<file path="src/rtl/cpu_pkg.sv">
// Shared CPU definitions: data width, multiply/divide op encodings, MDU FSM states.
package cpu_pkg;

  localparam int unsigned DATA_W = 32;

  typedef enum logic [1:0] {
    MDU_MULT  = 2'b00,
    MDU_MULTU = 2'b01,
    MDU_DIV   = 2'b10,
    MDU_DIVU  = 2'b11
  } mdu_op_e;

  typedef enum logic [1:0] {
    IDLE = 2'b00,
    CALC = 2'b01,
    FIX  = 2'b10
  } mdu_state_e;

endpackage

</file>
<file path="src/rtl/mdu_step.sv">
// One iteration of the multiply/divide datapath on unsigned magnitudes.
// Multiply: {acc_hi, acc_lo} holds {partial product, remaining multiplier};
//           add the multiplicand when the multiplier LSB is set, then shift right.
// Divide:   {acc_hi, acc_lo} holds {partial remainder, dividend/quotient bits};
//           shift left, trial-subtract the divisor, keep it if it fits.
module mdu_step
  import cpu_pkg::*;
#(
  parameter int unsigned WIDTH = DATA_W
) (
  input  logic             is_div,
  input  logic [WIDTH-1:0] acc_hi,
  input  logic [WIDTH-1:0] acc_lo,
  input  logic [WIDTH-1:0] operand,
  output logic [WIDTH-1:0] hi_c,
  output logic [WIDTH-1:0] lo_c
);

  logic [WIDTH:0]   sum;
  logic [WIDTH:0]   shifted;
  logic [WIDTH-1:0] diff;
  logic             fits;

  // Single shift-add or restore-subtract step
  always_comb begin
    sum     = {1'b0, acc_hi} + (acc_lo[0] ? {1'b0, operand} : '0);
    shifted = {acc_hi, acc_lo[WIDTH-1]};
    // When the subtraction fits, the true difference is below the divisor,
    // so the low WIDTH bits carry the whole result.
    diff    = shifted[WIDTH-1:0] - operand;
    fits    = (shifted >= {1'b0, operand});
    hi_c    = sum[WIDTH:1];
    lo_c    = {sum[0], acc_lo[WIDTH-1:1]};
    if (is_div) begin
      hi_c = fits ? diff : shifted[WIDTH-1:0];
      lo_c = {acc_lo[WIDTH-2:0], fits};
    end
  end

endmodule

</file>
<file path="src/rtl/mul_div_unit.sv">
// Iterative MULT/MULTU/DIV/DIVU unit with HI/LO registers and MTHI/MTLO writes.
// Optional feature: define MDU_FLUSH_EN to add a flush input that aborts an
// in-flight operation without touching HI/LO.
module mul_div_unit
  import cpu_pkg::*;
#(
  parameter int unsigned WIDTH = DATA_W
) (
  input  logic             clk,
  input  logic             rst_n,
  input  logic             start,
  input  logic [1:0]       op,
  input  logic [WIDTH-1:0] src_a,
  input  logic [WIDTH-1:0] src_b,
  input  logic             hi_we,
  input  logic             lo_we,
  input  logic [WIDTH-1:0] wdata,
`ifdef MDU_FLUSH_EN
  input  logic             flush,
`endif
  output logic             busy,
  output logic             done,
  output logic             div_zero,
  output logic [WIDTH-1:0] hi,
  output logic [WIDTH-1:0] lo
);

  localparam int unsigned CNT_W = $clog2(WIDTH) + 1;

  mdu_state_e         state;
  logic [CNT_W-1:0]   cnt;
  logic               div_q;
  logic               neg_q;
  logic               rem_neg_q;
  logic               dz_q;
  logic [WIDTH-1:0]   raw_a_q;
  logic [WIDTH-1:0]   acc_hi;
  logic [WIDTH-1:0]   acc_lo;
  logic [WIDTH-1:0]   operand;

  mdu_op_e            op_e;
  logic               signed_op;
  logic               div_start;
  logic               a_neg;
  logic               b_neg;
  logic [WIDTH-1:0]   a_mag;
  logic [WIDTH-1:0]   b_mag;
  logic [WIDTH-1:0]   step_hi;
  logic [WIDTH-1:0]   step_lo;
  logic [2*WIDTH-1:0] prod;
  logic [2*WIDTH-1:0] prod_fix;
  logic [WIDTH-1:0]   quot_fix;
  logic [WIDTH-1:0]   rem_fix;
  logic               abort;

  // Operand decode, magnitudes and final sign correction
  always_comb begin
    op_e      = mdu_op_e'(op);
    signed_op = (op_e == MDU_MULT) || (op_e == MDU_DIV);
    div_start = (op_e == MDU_DIV) || (op_e == MDU_DIVU);
    a_neg     = signed_op & src_a[WIDTH-1];
    b_neg     = signed_op & src_b[WIDTH-1];
    a_mag     = a_neg ? -src_a : src_a;
    b_mag     = b_neg ? -src_b : src_b;
    prod      = {acc_hi, acc_lo};
    prod_fix  = neg_q ? -prod : prod;
    quot_fix  = neg_q ? -acc_lo : acc_lo;
    rem_fix   = rem_neg_q ? -acc_hi : acc_hi;
  end

`ifdef MDU_FLUSH_EN
  assign abort = flush;
`else
  assign abort = 1'b0;
`endif

  mdu_step #(.WIDTH(WIDTH)) u_step (
    .is_div  (div_q),
    .acc_hi  (acc_hi),
    .acc_lo  (acc_lo),
    .operand (operand),
    .hi_c    (step_hi),
    .lo_c    (step_lo)
  );

  // Control FSM, iteration counter, accumulators and HI/LO
  always_ff @(posedge clk or negedge rst_n) begin
    if (!rst_n) begin
      state     <= IDLE;
      cnt       <= '0;
      div_q     <= 1'b0;
      neg_q     <= 1'b0;
      rem_neg_q <= 1'b0;
      dz_q      <= 1'b0;
      raw_a_q   <= '0;
      acc_hi    <= '0;
      acc_lo    <= '0;
      operand   <= '0;
      busy      <= 1'b0;
      done      <= 1'b0;
      div_zero  <= 1'b0;
      hi        <= '0;
      lo        <= '0;
    end else begin
      done     <= 1'b0;
      div_zero <= 1'b0;
      case (state)
        IDLE: begin
          if (hi_we) hi <= wdata;
          if (lo_we) lo <= wdata;
          if (start) begin
            state     <= CALC;
            busy      <= 1'b1;
            cnt       <= '0;
            div_q     <= div_start;
            neg_q     <= a_neg ^ b_neg;
            rem_neg_q <= a_neg;
            dz_q      <= (src_b == '0);
            raw_a_q   <= src_a;
            acc_hi    <= '0;
            acc_lo    <= div_start ? a_mag : b_mag;
            operand   <= div_start ? b_mag : a_mag;
          end
        end
        CALC: begin
          if (abort) begin
            state <= IDLE;
            busy  <= 1'b0;
          end else begin
            acc_hi <= step_hi;
            acc_lo <= step_lo;
            cnt    <= cnt + CNT_W'(1);
            if (cnt == CNT_W'(WIDTH - 1)) state <= FIX;
          end
        end
        FIX: begin
          state <= IDLE;
          busy  <= 1'b0;
          if (!abort) begin
            done <= 1'b1;
            if (!div_q) begin
              hi <= prod_fix[2*WIDTH-1:WIDTH];
              lo <= prod_fix[WIDTH-1:0];
            end else if (dz_q) begin
              hi       <= raw_a_q;
              lo       <= '1;
              div_zero <= 1'b1;
            end else begin
              hi <= rem_fix;
              lo <= quot_fix;
            end
          end
        end
        default: begin
          state <= IDLE;
          busy  <= 1'b0;
        end
      endcase
    end
  end

endmodule

</file>
<file path="config.mk">
export PLATFORM = sky130hd
export DESIGN_NAME = mul_div_unit
export DESIGN_NICKNAME = d
export VERILOG_FILES = /design/src/rtl/cpu_pkg.sv /design/src/rtl/mdu_step.sv /design/src/rtl/mul_div_unit.sv
export SDC_FILE = /design/constraint.sdc
export NUM_CORES = 1
export LEC_CHECK = 0
export CAP_MARGIN = 0
export CORE_MARGIN = 2
export CORE_UTILIZATION = 59
export CTS_CLUSTER_DIAMETER = 30
export DETAILED_ROUTE_END_ITERATION = 6
export GPL_TIMING_DRIVEN = 1
export PLACE_DENSITY = 0.84
export SETUP_SLACK_MARGIN = 0.1
export SYNTH_ARGS = -nofsm -noshare
export SYNTH_HDL_FRONTEND = slang
export SYNTH_SLANG_ARGS = --single-unit
</file>
<file path="constraint.sdc">
create_clock -name clk -period 5.1 [get_ports clk]
set_input_delay 1.53 -clock clk [delete_from_list [all_inputs] [get_ports clk]]
set_output_delay 1.53 -clock clk [all_outputs]
set_load 0.05 [all_outputs]
</file>
# ---- After elaboration in Yosys (flattened, before gate mapping)
# Index checks and enable logic that the tools add are counted.
dict set report totals {
  output_inout_bits 67
  ramBits 0
  rom_bits 0
  n_memories 0
  latch_bits 0
  regBits 207
  wordCells 84
}
dict set report classes {
  add_sub_neg 8
  n_lt_le_gt_ge 1
  mux 34
  n_shift 0
  bitwise_logic 4
  n_mul 0
  div 0
  n_reduce_logical 13
  n_eq_ne 9
}
# op count
set op_table {}
lappend op_table {{$mux W32} 18}
lappend op_table {{$pmux W32 S2} 4}
lappend op_table {{$neg A32 Y32} 4}
lappend op_table {{$mux W64} 1}
lappend op_table {{$neg A64 Y64} 1}
lappend op_table {{$add A32 B33 Y33} 1}
lappend op_table {{$ge A33 B32 Y1} 1}
lappend op_table {{$logic_not A32 Y1} 1}
lappend op_table {{$sub A32 B32 Y32} 1}
lappend op_table {{$pmux W6 S2} 1}
lappend op_table {{$reduce_and A2 Y1} 6}
lappend op_table {{$ne A2 B2 Y1 const B} 4}
lappend op_table {{$add A6 B1 Y6 const B} 1}
lappend op_table {{$eq A2 B2 Y1 const B} 3}
lappend op_table {{$eq A6 B5 Y1 const B} 1}
lappend op_table {{$mux W6} 1}
lappend op_table {{$mux W1} 5}
lappend op_table {{$logic_not A2 Y1} 2}
lappend op_table {{$mux W2} 2}
lappend op_table {{$pmux W2 S2} 1}
lappend op_table {{$reduce_bool A2 Y1} 2}
lappend op_table {{$and A1 B1 Y1} 2}
lappend op_table {{$eq A2 B1 Y1 const B} 1}
lappend op_table {{$logic_or A1 B1 Y1} 2}
lappend op_table {{other kinds (3)} 3}

# ---- Depth between registers and ports, before layout
# Gate-level depths: netlist of run 1.
dict set report logic_depth {
  ltp_word 7
  mapped_depth 14
  depth_no_buf 13
}

# ---- Hierarchy
# Synthesis of run 1 repeated with hierarchy kept, for this count alone.
dict set report hier_totals {
  hier_cells 2255
  hier_area_um2 17626.9
}
# module n_inst area_each_um2 cells_per_inst seq_area_each_um2
set by_module_without_submodules {}
lappend by_module_without_submodules {mul_div_unit 1 12898.6 1554 5180.0}
lappend by_module_without_submodules {mdu_step 1 4728.3 701 0.0}

# ---- Worst setup path before layout of run 1
# Ideal clock, no wire load.
dict set report synth_path {
  path_type {register to register}
  start {register acc_hi[1]}
  end {register hi[30]}
  synth_period_minus_slack_ps 4009
  path_stages_with_launch 12
  arrival_ps 3872
  required_time_ps 4962
  setup_slack_ps 1091
  setup_time_ps 138
  path_cell_list {dfrtp_1 -> inv_1 -> ha_1 -> or3b_4 -> or4b_4 -> or4_4 -> or3_4 -> or4b_4 -> or4_4 -> o21ai_2 -> xor2_1 -> o221ai_1}
}
dict set report synth_via {
  elab_chain_cells 5
  word_cells_on_any_way 7
}
# element line
set synth_lines {}
lappend synth_lines {{start, declared} mul_div_unit.sv:37} ;# logic [WIDTH-1:0] acc_hi;
lappend synth_lines {{start signal, assigned} mul_div_unit.sv:130} ;# acc_hi <= step_hi;
lappend synth_lines {{$neg A32 Y32} mul_div_unit.sv:68} ;# rem_fix = rem_neg_q ? -acc_hi : acc_hi;
lappend synth_lines {{$mux W32} mul_div_unit.sv:68}
lappend synth_lines {{$mux W32} mul_div_unit.sv:144} ;# end else if (dz_q) begin
lappend synth_lines {{$mux W32 (*)} mul_div_unit.sv:141} ;# if (!div_q) begin
lappend synth_lines {{$pmux W32 S2 (*)} mul_div_unit.sv:107} ;# case (state)
lappend synth_lines {{end signal, assigned} mul_div_unit.sv:109} ;# if (hi_we) hi <= wdata;
lappend synth_lines {{end signal, assigned} mul_div_unit.sv:142} ;# hi <= prod_fix[2*WIDTH-1:WIDTH];
lappend synth_lines {{end signal, assigned} mul_div_unit.sv:145} ;# hi <= raw_a_q;
lappend synth_lines {{end, declared} mul_div_unit.sv:24} ;# output logic [WIDTH-1:0] hi,
# Every way passes the cells marked *; elsewhere a longest branch is shown, timed or not.
# A chain may end at the register's enable or synchronous reset.

# ---- Worst setup path in the final report of run 1
dict set report layout_path {
  start {register acc_lo[0]}
  end {register acc_hi[29]}
}
dict set report layout_via {
  elab_chain_cells 4
}
# element line
set layout_lines {}
lappend layout_lines {{start, declared} mul_div_unit.sv:38} ;# logic [WIDTH-1:0] acc_lo;
lappend layout_lines {{start signal, assigned} mul_div_unit.sv:121} ;# acc_lo <= div_start ? a_mag : b_mag;
lappend layout_lines {{start signal, assigned} mul_div_unit.sv:131} ;# acc_lo <= step_lo;
lappend layout_lines {{$mux W32} mdu_step.sv:26} ;# sum = {1'b0, acc_hi} + (acc_lo[0] ? {1'b0, operand} : '0);
lappend layout_lines {{$add A32 B33 Y33} mdu_step.sv:26}
lappend layout_lines {{$mux W32} mdu_step.sv:34} ;# if (is_div) begin
lappend layout_lines {{$pmux W32 S2} mul_div_unit.sv:107}
# No other way between the ends.

==> out/results.ini, run 1 <==
[status]
status=completed

[route]
wl_per_cell_um=24.49
avgViaCountPerCell=6.736
dr.pass1.iters=6
wirelength_um=66990
ant_nets=0
drc=0
first_iter_violations=2594
num_vias=18424

[layout]
multi_input_area_um2=11020
nNetsFinal=2486
utilization_pct=72.29
layout-drive-gt1-share_pct=6.809
nFillCells=2285
seqCellArea_um2=5181
area_growth_syn_to_layout_pct=21.50

[sta]
rsz0062_at_grt=false
fin_skew_ns=0.01679
slew_headroom_pct=16.10
finalHoldViolCount=0
finalCritPeriodShare_pct=86.49
drv_slew=0
max_freq_mhz=226.7
fin_crit_ns=4.411
tns_ns=0
setup_viol=0
worstMarginPinSlew_ns=1.247

[floorplanning]
io_pins=170
row_count=62
core-area_um2=28550
die_w_um=173.7
die_h_um=173.7
start_util_pct=59.50
dieArea_um2=30160

[clocking]
root_buffer=clkbuf_16
clockBufferDepth=3
cts_tree=built
insertion_delay_ns=0.55
clock-sinks=207
ctsHtreeMaxLevel=2
cts_setup_buffers=0
numCtsBuffers=48
clk_pin_slew_ns=0.05
cts_resized=0
hold_buffers=0

[yosys]
ys_types=73
syn_avg_cell_area_um2=7.717
synth_edf_count=0
synth_area_um2=16990
async_flop_share_pct=100.0
ys_ff_latch=207
synth_commonest_cells=316 x nand2_1, 238 x o21ai_0, 207 x dfrtp_1
ys_top_cells_by_area=dfrtp_1 30%, o21ai_0 7.0%, nand2_1 7.0%, xnor2_1 5.4%, ha_1 5.1%
yosysTopAreaCellShare_pct=30.50
synth_cells=2201
synthMostInstantiatedCell=nand2_1
syn_nets=2375
yosysWarningCount=0
ys.flop_type=dfrtp_1
yosys.area.top_type=dfrtp_1
synth_seq_area_share_pct=30.50

[global_routing]
grt_pass1_vias=17425
grt_max_degree=90
grt_usage_pct=43.48
antenna_found_initial=1
overflow=0
grt_pass1_wl_um=102100

[setup_path]
worstPathCellList=inv_1 -> buf_4 -> nor2_1 -> ha_1 -> a2111oi_0 -> a22oi_1 -> a221o_1 -> a41oi_1 -> o21ai_0 -> a311oi_1 -> xor2_1 -> o21ai_0
crit_slowest_cell=dfrtp_1
max_stage_delay_ns=0.52
crit_top_cell=o21ai_0
endpoint_kind=register
path_delay_family=compound AO/OA/AOI/OAI gates
crit_type=register to register
crit_path_max_fanout=25
worstPathArrival_ns=4.80
path_buf_inv=2
required_ns=5.49
critPathLaunchType=register

[power_and_ir_drop]
cellLeakagePower_nw=8.715
peakVddDrop_mv=0.4847
p_per_area_nw_per_um2=718.6
power.total_mw=14.83

[placement]
gp_congestion=1.027
place.detailed.hpwl_um=49950
io_buffers=169

[job]
drv_cap=0

[worst_hold_path]
min_path_type=register to register

-- area by class of cell --
type / instances / share of cell area (%)
timing repair buffer: 207 / 9.695
multi-input combinational: 1777 / 53.40
clock inverter: 30 / 1.964
tap: 384 / 2.328
sequential: 207 / 25.11
clock buffer: 58 / 6.203
antenna: 1 / 0.01213
inverter: 71 / 1.291
-- logic make-up after synthesis --
kind of cell             share of synthesized area [%]
AO/OA/AOI/OAI                                    26.61
adder cells (fa/ha/maj)                          5.319
AND/OR/NAND/NOR                                  19.41
multiplexers                                     4.383
buffers and inverters                            4.862
XOR/XNOR                                         8.921
flip-flops                                       30.50
-- metal layers --
layer / GRT usage (%) / up-vias / part of all wire (%)
met5: 0 / - / 0
met4: 24.82 / 0 / 6.6
met3: 10.96 / 242 / 13
met2: 66.08 / 1241 / 44
met1: 56.59 / 8748 / 37
li1: - / 8193 / -
-- state kept, by name, indices dropped and copies added, names as in the netlist --
| name | flops |
|---|---|
| hi | 32 |
| lo | 32 |
| raw_a_q | 32 |
| div_zero | 1 |
| acc_hi | 32 |
| dz_q | 1 |
| rem_neg_q | 1 |
| neg_q | 1 |
| acc_lo | 32 |
| state | 2 |
| done | 1 |
| busy | 1 |
| cnt | 6 |
| div_q | 1 |
| operand | 32 |
-- worst min-delay path, delay by kind of cell, from the launching register on --
kind,cells,cell delay [ns]
flip-flops,1,0.34
AO/OA/AOI/OAI,1,0.06
AND/OR/NAND/NOR,1,0.05
-- metrics by stage --
stage | std cells | hold slack, ns | cell area, um^2 | setup WS, ns
floorplan | 2201 | 0.4369 | 16990 | 1.091
global placement | 2646 | 0.4618 | 18950 | 0.6109
detailed placement | 2646 | 0.4693 | 18950 | 0.5675
CTS | 2734 | 0.4806 | 20630 | 0.7952
global route | 2734 | 0.5181 | 20630 | 0.4511
finish | 2735 | 0.4832 | 20640 | 0.6891
-- path summary, 6_finish.rpt --
kind,start,to,slack (ns),cells past startpoint
max,acc_lo[0]$_DFFE_PN0P_,acc_hi[29]$_DFFE_PN0P_,0.69,12
max reg2reg,acc_lo[0]$_DFFE_PN0P_,acc_hi[29]$_DFFE_PN0P_,0.69,12
max in group asynchronous,rst_n,raw_a_q[10]$_DFFE_PN0P_,3.12,2
min in group asynchronous,rst_n,hi[28]$_DFFE_PN0P_,1.03,1
min reg2reg,lo[4]$_DFFE_PN0P_,lo[4]$_DFFE_PN0P_,0.48,2
min,lo[4]$_DFFE_PN0P_,lo[4]$_DFFE_PN0P_,0.48,2
-- power by group --
part           switching [mW]  internal (mW)
clock network            1.03           2.20
logic                    4.98           3.21
registers                1.12           2.30
total                    7.12           7.71
-- cell usage in the layout (no fill, tap or decap), drive strengths merged, types with 24 or more instances in the layout --
master and instances:
mux2i 62, inv 78, buf 39, nor4 24
a21o 30, clkbuf 59, or3 26, xnor2 104
o211ai 28, a21oi 171, ha 69, a211oi 30
clkdlybuf4s50 167, o31ai 26, o21ai 248, nor3 35
dfrtp 207, nand2 316, xor2 69, nand3 41
nor2 174, o22ai 47
No activity file was read; power rests on OpenSTA's default activity.
==> inputs of run 2 (changes only) <==
CAP_MARGIN = 30   (was 0)
REMOVE_ABC_BUFFERS = 1   (was not set)
==> run 2 against run 1 <==
Net effect:
- clock power up 12%
- count of clock-buffer cells in the layout up 3
- fmax up 0.73%
- via count up 0.13%
- final cell count up 0.37%
- clock skew up 0.0066 ns
- routed wire length down 3.7%
- core utilization up 0.86 points
- sequential share of layout area down 0.28 points
- largest power group unchanged
==> out/results.ini, run 2 (synthesized netlist as in run 1, its figures left out) <==
[setup_path]
endpoint_kind=register
worstRegToRegCells=11
crit_start=acc_hi[0]$_DFFE_PN0P_
crit_type=register to register
worstPathArrival_ns=4.78
crit_path_max_fanout=8
required_ns=5.50
r2r_start=acc_hi[0]$_DFFE_PN0P_
critPathLaunchType=register

[clocking]
cts_tree=built
root_buffer=clkbuf_16
clock-sinks=207
clockBufferDepth=3
numCtsBuffers=52
clk_pin_slew_ns=0.05
cts_resized=0
cts_setup_buffers=0
ctsHtreeMaxLevel=2
hold_buffers=0
insertion_delay_ns=0.56

[floorplanning]
core-area_um2=28550
row_count=62
dieArea_um2=30160
die_h_um=173.7
start_util_pct=59.50
die_w_um=173.7
io_pins=170

[route]
num_vias=18448
first_iter_violations=2170
drc=0
dr.pass1.iters=6
avgViaCountPerCell=6.721
ant_nets=0
wl_per_cell_um=23.51
wirelength_um=64540

[layout]
nNetsFinal=2493
final_common_cell=nand2_1
area_growth_syn_to_layout_pct=22.94
final_cell_mix=315 x nand2_1, 238 x o21ai_0, 206 x dfrtp_1
finalNonFillerCells=2745
layout-drive-gt1-share_pct=7.412
diodes=0
stdcell_area_um2=20880

[sta]
setup_viol=0
max_freq_mhz=228.4
drv_slew=0
finalCritPeriodShare_pct=85.86
fin_crit_ns=4.379
rsz0062_at_grt=false
fin_skew_ns=0.02341
slew_headroom_pct=29.24
finalHoldViolCount=0
tns_ns=0
worstMarginPinSlew_ns=1.061

[placement]
place_area_um2=18980
place.detailed.hpwl_um=46220
dp_cells=2649
io_buffers=169
gp_congestion=0.9930

[worst_hold_path]
hold-path-cell-count=2
hold_start=lo[5]$_DFFE_PN0P_
min_path_type=register to register

[status]
status=completed

[job]
drv_cap=0

[power_and_ir_drop]
cellLeakagePower_nw=8.839
peakVddDrop_mv=0.3544
p_per_area_nw_per_um2=713.8

[global_routing]
antenna_found_initial=0
grt_usage_pct=41.84
overflow=0
grt_pass1_wl_um=99200
grt_pass1_vias=17620
grt_max_degree=123

==> run 2: report_power, final <==
part / total [mW] / switching, mW / internal [mW]
sequential: 3.30 / 1.00 / 2.30
clock: 3.61 / 1.08 / 2.54
combinational: 7.99 / 4.80 / 3.19
==> run 2: area by class of cell <==
| class | count | area (um^2) |
|---|---|---|
| Multi-Input combinational cell | 1777 | 11020 |
| Fill cell | 2203 | 7666 |
| Sequential cell | 207 | 5184 |
| Timing Repair Buffer | 210 | 2024 |
| Clock buffer | 61 | 1386 |
| Clock inverter | 35 | 518.0 |
| Tap cell | 384 | 480.5 |
| Inverter | 71 | 266.5 |
==> run 2: worst max-delay path: stages (launching register included) <==
cell and delay [ns]:
dfrtp_1 0.51, inv_1 0.16, ha_1 0.20, or3b_4 0.42, or4b_4 0.54, or4_4 0.52, or3_4 0.38, or4b_4 0.55
or4_4 0.50, o21ai_2 0.14, xor2_1 0.16, o221ai_1 0.12
==> run 2: path summary, 6_finish.rpt <==
path / to / slack (ns)
max in group asynchronous: raw_a_q[16]$_DFFE_PN0P_ / 3.03
worst min register to register: lo[5]$_DFFE_PN0P_ / 0.47
worst max register to register: hi[30]$_DFFE_PN0P_ / 0.72
min in group asynchronous: acc_hi[4]$_DFFE_PN0P_ / 1.00
worst max-delay path: hi[30]$_DFFE_PN0P_ / 0.72
worst min-delay path: lo[5]$_DFFE_PN0P_ / 0.47
==> run 2: per-layer routing <==
layer / vias to the layer above / wire length, um / global-route usage (%) / share of wire [%]
li1: 8193 / - / - / -
met1: 8707 / 24700 / 54.79 / 38
met2: 1259 / 28270 / 63.95 / 44
met3: 289 / 6532 / 6.908 / 10
met4: 0 / 5039 / 28.15 / 7.8
met5: - / 0 / 0 / 0
==> run 2: per-stage QoR <==
| stage | power [mW] | util (%) | setup WS [ns] | hold slack (ns) |
|---|---|---|---|---|
| 2_1_floorplan | 8.698 | - | 0.1053 | 0.4369 |
| 3_3_place_gp | 10.85 | 66.41 | 0.5807 | 0.4530 |
| 3_5_place_dp | 11.04 | 66.48 | 0.5616 | 0.4626 |
| 4_1_cts | 14.72 | 73.15 | 0.7531 | 0.4738 |
| 5_1_grt | 15.76 | 73.15 | 0.5693 | 0.4998 |
| 6_report | 14.91 | 73.15 | 0.7212 | 0.4733 |
